===== src/rtl/path_streamer_if.sv =====
// Coordinate stream carrying visited maze cells from the streamer to its consumer.
interface path_streamer_if #(
  parameter int N = 4
);
  logic         out_valid;
  logic         out_ready;
  logic [N-1:0] out_x;
  logic [N-1:0] out_y;
  logic         out_last;

  modport master (
    output out_valid,
    output out_x,
    output out_y,
    output out_last,
    input  out_ready
  );

  modport slave (
    input  out_valid,
    input  out_x,
    input  out_y,
    input  out_last,
    output out_ready
  );
endinterface


===== src/rtl/path_streamer.sv =====
// Path streamer: snapshots a solved maze visited-cell map on the rising edge
// of done and emits the coordinates of every set cell in row-major order over
// a valid/ready stream, flagging the final set cell with out_last.
module path_streamer #(
  parameter int size = 9,
  parameter int N    = 4,
  parameter int CW   = 7
) (
  input  logic                        clk,
  input  logic                        rst,
  input  logic [size-1:0][size-1:0]   path,
  input  logic                        done,
  path_streamer_if.master             out,
  output logic                        busy,
  output logic                        finished,
  output logic [CW-1:0]               cell_count
);

  localparam int              CELLS     = size * size;
  localparam logic [N-1:0]    LAST_C    = N'(size - 1);
  localparam logic [CW-1:0]   MAX_COUNT = CW'(CELLS);

  typedef enum logic [1:0] {
    IDLE   = 2'd0,
    SCAN   = 2'd1,
    EMIT   = 2'd2,
    FINISH = 2'd3
  } state_e;

  state_e            state_q, state_d;
  logic              done_q, done_d;
  logic [CELLS-1:0]  snap_q, snap_d;
  logic [N-1:0]      x_q, x_d;
  logic [N-1:0]      y_q, y_d;
  logic              valid_q, valid_d;
  logic [N-1:0]      ox_q, ox_d;
  logic [N-1:0]      oy_q, oy_d;
  logic              last_q, last_d;
  logic [CW-1:0]     count_q, count_d;

  logic [CW-1:0]     idx_s;
  logic [CW:0]       shamt_s;
  logic              cur_bit_s;
  logic              later_s;
  logic              at_end_s;
  logic [N-1:0]      nx_s;
  logic [N-1:0]      ny_s;

  // Scan-index helpers: flat cell index, current bit, any set bit further on, next index.
  always_comb begin
    idx_s     = CW'(y_q) * CW'(size) + CW'(x_q);
    shamt_s   = {1'b0, idx_s} + {{CW{1'b0}}, 1'b1};
    cur_bit_s = snap_q[idx_s];
    later_s   = |(snap_q >> shamt_s);
    at_end_s  = (x_q == LAST_C) && (y_q == LAST_C);
    if (x_q == LAST_C) begin
      nx_s = '0;
      ny_s = y_q + N'(1);
    end else begin
      nx_s = x_q + N'(1);
      ny_s = y_q;
    end
  end

  // Next-state and datapath decisions; everything holds unless a state changes it.
  always_comb begin
    state_d = state_q;
    done_d  = done;
    snap_d  = snap_q;
    x_d     = x_q;
    y_d     = y_q;
    valid_d = valid_q;
    ox_d    = ox_q;
    oy_d    = oy_q;
    last_d  = last_q;
    count_d = count_q;
    case (state_q)
      IDLE: begin
        // Only a fresh rising edge of done starts a stream.
        if (done && !done_q) begin
          snap_d  = path;
          count_d = '0;
          x_d     = '0;
          y_d     = '0;
          state_d = SCAN;
        end else begin
          state_d = IDLE;
        end
      end
      SCAN: begin
        if (cur_bit_s) begin
          valid_d = 1'b1;
          ox_d    = x_q;
          oy_d    = y_q;
          last_d  = !later_s;
          state_d = EMIT;
        end else if (at_end_s) begin
          state_d = FINISH;
        end else begin
          x_d = nx_s;
          y_d = ny_s;
        end
      end
      EMIT: begin
        if (out.out_ready) begin
          valid_d = 1'b0;
          // Saturate so the count can never wrap even if parameters are stretched.
          count_d = (count_q == MAX_COUNT) ? count_q : count_q + CW'(1);
          if (at_end_s) begin
            state_d = FINISH;
          end else begin
            x_d     = nx_s;
            y_d     = ny_s;
            state_d = SCAN;
          end
        end else begin
          state_d = EMIT;
        end
      end
      FINISH: begin
        state_d = IDLE;
      end
      default: begin
        state_d = IDLE;
      end
    endcase
  end

  // State and datapath registers with synchronous reset.
  always_ff @(posedge clk) begin
    if (rst) begin
      state_q <= IDLE;
      done_q  <= 1'b0;
      snap_q  <= '0;
      x_q     <= '0;
      y_q     <= '0;
      valid_q <= 1'b0;
      ox_q    <= '0;
      oy_q    <= '0;
      last_q  <= 1'b0;
      count_q <= '0;
    end else begin
      state_q <= state_d;
      done_q  <= done_d;
      snap_q  <= snap_d;
      x_q     <= x_d;
      y_q     <= y_d;
      valid_q <= valid_d;
      ox_q    <= ox_d;
      oy_q    <= oy_d;
      last_q  <= last_d;
      count_q <= count_d;
    end
  end

  assign out.out_valid = valid_q;
  assign out.out_x     = ox_q;
  assign out.out_y     = oy_q;
  assign out.out_last  = last_q;
  assign busy          = (state_q != IDLE);
  assign finished      = (state_q == FINISH);
  assign cell_count    = count_q;

endmodule


===== src/flat_wrapper.sv =====
// flat-port wrapper written by rule: the top's interface ports become plain ports
module path_streamer_flat 
#(
  parameter int size = 9,
  parameter int N    = 4,
  parameter int CW   = 7
)
  (clk, rst, path, done, busy, finished, cell_count, out_out_valid, out_out_x, out_out_y, out_out_last, out_out_ready);
  path_streamer_if #(.N(N)) out_i ();
  input  logic clk;
  input  logic rst;
  input  logic [size-1:0][size-1:0] path;
  input  logic done;
  output logic busy;
  output logic finished;
  output logic [CW-1:0] cell_count;
  output wire logic [$bits(out_i.out_valid)-1:0] out_out_valid;
  output wire logic [$bits(out_i.out_x)-1:0] out_out_x;
  output wire logic [$bits(out_i.out_y)-1:0] out_out_y;
  output wire logic [$bits(out_i.out_last)-1:0] out_out_last;
  input wire logic [$bits(out_i.out_ready)-1:0] out_out_ready;
  assign out_out_valid = out_i.out_valid;
  assign out_out_x = out_i.out_x;
  assign out_out_y = out_i.out_y;
  assign out_out_last = out_i.out_last;
  assign out_i.out_ready = out_out_ready;
  path_streamer #(.size(size), .N(N), .CW(CW)) u_core (.clk(clk), .rst(rst), .path(path), .done(done), .out(out_i), .busy(busy), .finished(finished), .cell_count(cell_count));
endmodule

===== config.mk =====
export PLATFORM = sky130hd
export DESIGN_NAME = path_streamer_flat
export DESIGN_NICKNAME = d
export VERILOG_FILES = /design/src/rtl/path_streamer_if.sv /design/src/rtl/path_streamer.sv /design/src/flat_wrapper.sv
export SDC_FILE = /design/constraint.sdc
export NUM_CORES = 1
export LEC_CHECK = 0
export CELL_PAD_IN_SITES_DETAIL_PLACEMENT = 0
export CELL_PAD_IN_SITES_GLOBAL_PLACEMENT = 1
export CORE_ASPECT_RATIO = 0.6
export CORE_MARGIN = 5
export CORE_UTILIZATION = 43
export CTS_CLUSTER_SIZE = 20
export DETAILED_ROUTE_END_ITERATION = 7
export GPL_TIMING_DRIVEN = 0
export MAX_ROUTING_LAYER = met4
export PLACE_DENSITY = 0.88
export SLEW_MARGIN = 0
export SYNTH_ARGS = -nofsm -noshare
export SYNTH_HDL_FRONTEND = slang
export SYNTH_SLANG_ARGS = --single-unit

===== constraint.sdc =====
create_clock -name clk -period 4.7 [get_ports clk]
set_input_delay 0.705 -clock clk [delete_from_list [all_inputs] [get_ports clk]]
set_output_delay 0.705 -clock clk [all_outputs]
set_load 0.03 [all_outputs]

Word-level counts from Yosys, hierarchy flattened
Index checks and enable logic that the tools add are counted.
Word-level totals
  memories: 0
  output and inout bits: 19
  word-level logic and storage cells: 71
  latch bits: 0
  input bits: 85
  bits in writable memories: 0
  bits in registers: 109
  bits in read-only memories: 0
Operators by class
  $add $sub $neg: 5
  reduce and logical (&&, ||, !) cells: 15
  divide/modulo/power cells: 0
  mux-type cells: 26
  shift operators: 1
  order comparisons: 1
  equality and inequality tests: 12
  bitwise logic cells: 0
  multipliers: 1
Operators by type and width (count)
  81-bit OR reduction: 1
  81-bit by 8-bit >> shifter with 81-bit output: 1
  4-bit two-way mux: 9
  4-bit one-hot mux with 3 select lines: 2
  7-bit two-way mux: 3
  7-bit one-hot mux with 2 select lines: 1
  4-bit by 1-bit adder with 4-bit output (second input constant): 2
  7-bit by 1-bit adder with 8-bit output (second input constant): 1
  4-bit == test (second input constant): 2
  7-bit by 8-bit < comparator with 1-bit output (second input constant): 1
  2-bit two-way mux: 4
  2-bit one-hot mux with 4 select lines: 1
  4-bit AND reduction: 2
  7-bit by 1-bit adder with 7-bit output (second input constant): 1
  7-bit by 4-bit adder with 7-bit output: 1
  1-bit binary-select mux with 7-bit select: 1
  7-bit == test (second input constant): 1
  4-bit by 4-bit multiplier with 7-bit output (second input constant): 1
  2-bit inequality test (second input constant): 3
  2-bit nonzero test: 3
  2-bit == test (second input constant): 2
  1-bit two-way mux: 4
  2-bit by 1-bit inequality test with 1-bit output (second input constant): 2
  2-bit AND reduction: 2
  other kinds (8): 10

Depth between registers and ports, before layout
  depth after elaboration: 6
  depth in mapped cells: 17
  gate-level depth less buffers: 12

Worst setup path after synthesis
Ideal clock, no wire load.
  path kind: reg-to-reg
  start point: register u_core.y_q[1]
  end point: register u_core.last_q (netlist: u_core.out.out_last)
  cell stages (with the launch flop): 16
  required time: 4580 ps
  slack: 987 ps
  library setup time: 120 ps
  path buffers: 4
  clock period less this slack: 3713 ps
  data arrival time: 3592 ps
  path through: dfxtp_1 -> ha_1 -> ha_1 -> fa_1 -> buf_2 -> inv_1 -> buf_2 -> clkbuf_1 -> clkbuf_1 -> o21ai_0 -> a221oi_1 -> a21oi_1 -> a2111oi_0 -> a211oi_1 -> o2111ai_1 -> o21ai_1
On the way
  longest elaborated chain between the ends: 6
  elaborated cells on any way between the ends: 9
  those cells by class: 2 x add/sub; 1 x mul; 1 x shift; 2 x mux; 3 x reduce/logical
RTL lines
  from (decl): RTL line path_streamer.sv:34  | logic [N-1:0] y_q, y_d;
  from (signal assigned): RTL line path_streamer.sv:147  | y_q <= y_d;
  4-bit by 4-bit multiplier with 7-bit output *: RTL line path_streamer.sv:51  | idx_s = CW'(y_q) * CW'(size) + CW'(x_q);
  7-bit by 4-bit adder with 7-bit output *: RTL line path_streamer.sv:51
  7-bit by 1-bit adder with 8-bit output: RTL line path_streamer.sv:52  | shamt_s = {1'b0, idx_s} + {{CW{1'b0}}, 1'b1};
  81-bit by 8-bit >> shifter with 81-bit output: RTL line path_streamer.sv:54  | later_s = |(snap_q >> shamt_s);
  81-bit OR reduction: RTL line path_streamer.sv:54
  1-bit zero test: RTL line path_streamer.sv:95  | last_d = !later_s;
  to (signal assigned): RTL line path_streamer.sv:151  | last_q <= last_d;
  to (decl): RTL line path_streamer.sv:38  | logic last_q, last_d;
Every way passes the cells marked *; elsewhere a longest branch is shown, timed or not. The select of a mux whose other input is x is not followed.
A chain may end at the register's enable or synchronous reset.

Worst setup path in the final report
Ends and elaborated chain as after synthesis.

==> summary.txt <==
========================================================================================================
Critical path endpoint category ...........................................................     register
First-pass GRT wire length ................................................................      52.3 mm
Average footprint of a synthesized cell ...................................................     8.05 um2
Number of slew-limit violations in the final report .......................................            0
Global-route total usage across every layer ...............................................        0.298
Synth Instances ...........................................................................         1081
Buffer type at the clock tree root ........................................................    clkbuf_16
Boundary Pins .............................................................................          104
Total global routing overflow .............................................................            0
Required @ worst endpoint .................................................................      4970 ps
Initial antenna violation count ...........................................................            0
Wirelength, routed ........................................................................      34.5 mm
Flip-flop cell with the highest count after synthesis .....................................      dfxtp_1
Pin slew with the least headroom to its limit .............................................      1140 ps
Number of enable flip-flop cells after synthesis ..........................................            0
Core Footprint ............................................................................    20000 um2
Number of placement rows ..................................................................           40
Max rail drop VDD .........................................................................     0.272 mV
Sequential cell area fraction in the yosys report .........................................        0.251
Number of placed cells counting well taps .................................................         1456
Total CTS buffers .........................................................................            9
Outcome ................................................................................... finished, final reports clean
CP cell instances ......................................................................... ha_1 -> ha_1 -> buf_6 -> buf_12 -> buf_2 -> nor2_1 -> clkbuf_2 -> a21oi_1 -> a22oi_1 -> nor2_1 -> mux4_2 -> o211ai_1 -> a2111oi_2 -> a41oi_1 -> o21ai_1
CP startpoint kind ........................................................................     register
Antenna viol nets, final ..................................................................            0
Final setup slack of the worst path .......................................................      48.8 ps
Layout Cells excl Fill ....................................................................         1471
Syn Std Cell Area .........................................................................     8700 um2
Vias per inst .............................................................................         6.31
Total Negative Setup Slacks ...............................................................         0 ps
Number of hold violations in the final report .............................................            0
Endpoints failing setup ...................................................................            0
Final worst hold slack ....................................................................       476 ps
Max transition margin .....................................................................        0.238
Clk_lat worst skew ........................................................................       380 ps
Worst-path maximum fanout .................................................................           10
Slowest stage cell on the critical path ...................................................      a22oi_1
Largest net degree at the start of global routing .........................................           21
Count of buffers from port buffering ......................................................          102
Fraction of final layout cells sized beyond drive strength 1 ..............................        0.129
First-pass detailed-route iteration total .................................................            6
Clock sink count ..........................................................................          109
Via count of the first global-routing pass ................................................         8475
Synthesis-stage register bit count ........................................................          109
Post-CTS clock slew at the launch and capture registers of the worst setup and hold paths .        80 ps
Area Overhead vs Synth ....................................................................        19.6%
Worst slack at placement ..................................................................      -202 ps
Hold buffer count at cts ..................................................................            0
Detailed-route via count ..................................................................         9287
Syn_nets ..................................................................................         1189
Die X-Extent ..............................................................................       194 um
Effective utilization at floorplan ........................................................        0.436
Average wire per cell in the routed design ................................................      23.5 um
Number of remaining DRC errors ............................................................            0
Power Dens Cells ..........................................................................   507 nW/um2
Crit Path Class ...........................................................................      reg2reg
Unrepaired setup endpoints after global routing ...........................................        false
Detailed placer's ending HPWL .............................................................      26.7 mm
Arrival time of data at the critical path endpoint ........................................      4920 ps
Die span in y .............................................................................       120 um
Max Clock Skew ............................................................................      5.84 ps
CTS tree ..................................................................................          yes
NumNets Final .............................................................................         1301
Max H-tree Level ..........................................................................            3
Routability Congestion ....................................................................         1.05
Warnings from Yosys .......................................................................            0
Netlist cell types ........................................................................           82
Area of the die ...........................................................................    23300 um2
Maximum clock frequency ...................................................................      215 MHz
Antenna cells .............................................................................            0
Final clock period utilization by the worst path ..........................................        0.990
Leakage power .............................................................................      3.70 nW
Number of maximum-capacitance violations ..................................................            0
Worst hold path type ......................................................................      reg2reg
Proportion of synthesized flip-flops having asynchronous set or reset .....................            0
Min Tclk post-route .......................................................................      4650 ps
Maximum buffer depth of the clock tree ....................................................            2
Longest individual stage delay on the worst path ..........................................       600 ps
Initial DRC Count .........................................................................         1152
========================================================================================================
-- per-layer routing --
layer | vias to the layer above | wire length [um] | GRT usage
met4 | 0 | 684 | 0.0681
li1 | 4227 | - | -
met5 | - | 0 | -
met3 | 61 | 4670 | 0.116
met2 | 583 | 12900 | 0.370
met1 | 4416 | 16300 | 0.444
-- cell usage after synthesis, types with 7 or more instances --
master	number	area, um2
a221oi_1	7	61.3
a31oi_1	9	56.3
a21oi_1	135	676
or3_1	7	43.8
ha_1	22	275
clkbuf_1	47	176
a2111oi_0	7	61.3
a32oi_1	8	70.1
a211oi_1	13	97.6
nand2b_1	18	113
mux4_2	34	766
nand3_1	15	75.1
buf_6	7	78.8
a22oi_1	8	60.1
nor2b_1	11	68.8
dfxtp_1	109	2180
o221ai_1	7	61.3
o211ai_1	8	60.1
nand4_1	10	62.6
nor3_1	15	75.1
mux2_2	27	304
nand2_1	208	781
nor2_1	66	248
a21o_1	10	75.1
o21ai_0	26	130
o22ai_1	9	56.3
buf_2	18	90.1
mux2i_1	56	561
inv_1	25	93.8
and2_1	8	50.1
a211o_1	8	70.1
-- state kept, by name (all words and copies together) (netlist names) --
signal and cells:
u_core.out.out_y 4, u_core.out.out_x 4, u_core.state_q 2, u_core.out.out_valid 1, u_core.out.out_last 1, u_core.done_q 1
u_core.y_q 4, u_core.x_q 4, u_core.cell_count 7, u_core.snap_q 81
-- final timing paths --
| kind | from | endpoint | slack, ps | cells past startpoint |
|---|---|---|---|---|
| max | u_core.y_q[1]$_SDFFE_PP0P_ | u_core.out.out_last$_SDFFE_PP0P_ | 50 | 15 |
| min | u_core.snap_q[0]$_SDFFE_PP0P_ | u_core.snap_q[0]$_SDFFE_PP0P_ | 480 | 2 |
| max reg2reg | u_core.y_q[1]$_SDFFE_PP0P_ | u_core.out.out_last$_SDFFE_PP0P_ | 50 | 15 |
| min reg2reg | u_core.snap_q[0]$_SDFFE_PP0P_ | u_core.snap_q[0]$_SDFFE_PP0P_ | 480 | 2 |
-- layout by cell type, fill, tap and decap left out, types with 11 or more instances in the layout --
cell type / n
o21ai_0: 26
ha_1: 22
a21oi_1: 134
nor3_1: 14
nand2b_1: 18
a211oi_1: 11
mux2_2: 27
clkdlybuf4s50_1: 102
nor2b_1: 11
clkbuf_1: 42
mux4_2: 34
nor2_1: 66
nand3_1: 15
dfxtp_1: 109
inv_1: 25
nand2_1: 208
mux2i_1: 55
buf_2: 19
-- critical path: cells and delay by family, from the launching register on --
kind            cells  cell delay (ps)
compound gates      6             1270
simple gates        2              710
mux                 1              520
buf+inv             4              990
fa+ha+maj           2              590
flops               1              450
-- kinds of logic after synthesis --
group	after synthesis	share of synthesized area
and+or+nand+nor	395	0.205
AOI/OAI and AO/OA	316	0.244
muxes	120	0.192
buffers and inverters	109	0.0632
DFF	109	0.251
adders and majority gates	23	0.0339
xor gates and xnor gates	9	0.0108
-- power breakdown --
| group | internal, mW | leakage, nW | switching, mW | total, mW |
|---|---|---|---|---|
| clock | 0.376 | 0.144 | 0.412 | 0.789 |
| sequential | 1.04 | 0.890 | 0.182 | 1.22 |
| combinational | 1.24 | 2.67 | 2.03 | 3.27 |
-- stage by stage --
| stage | instance area (um2) | total power [mW] | util |
|---|---|---|---|
| after global placement | 10100 | 4.31 | 0.504 |
| after global routing | 10400 | 5.51 | 0.521 |
| after detailed placement | 10100 | 4.31 | 0.504 |
| after floorplan | 8700 | 3.31 | - |
| final | 10400 | 5.27 | 0.521 |
| after CTS | 10400 | 5.10 | 0.519 |
-- repair_timing --
item,4_1_cts,5_1_grt
resized for setup,4,14
endpoints found under the hold margin,0,0
endpoints found under the setup margin,1,11
buffers inserted,0,0
-- layout make-up --
class	count	area (um2)
buffer	83	464
clock buffer	10	229
fill	1909	9560
timing repair buffer	102	1020
multi-input combinational	863	6010
tap	273	342
sequential	109	2180
inverter	25	93.8
clock inverter	6	67.6
No activity file was read; power rests on OpenSTA's default activity.
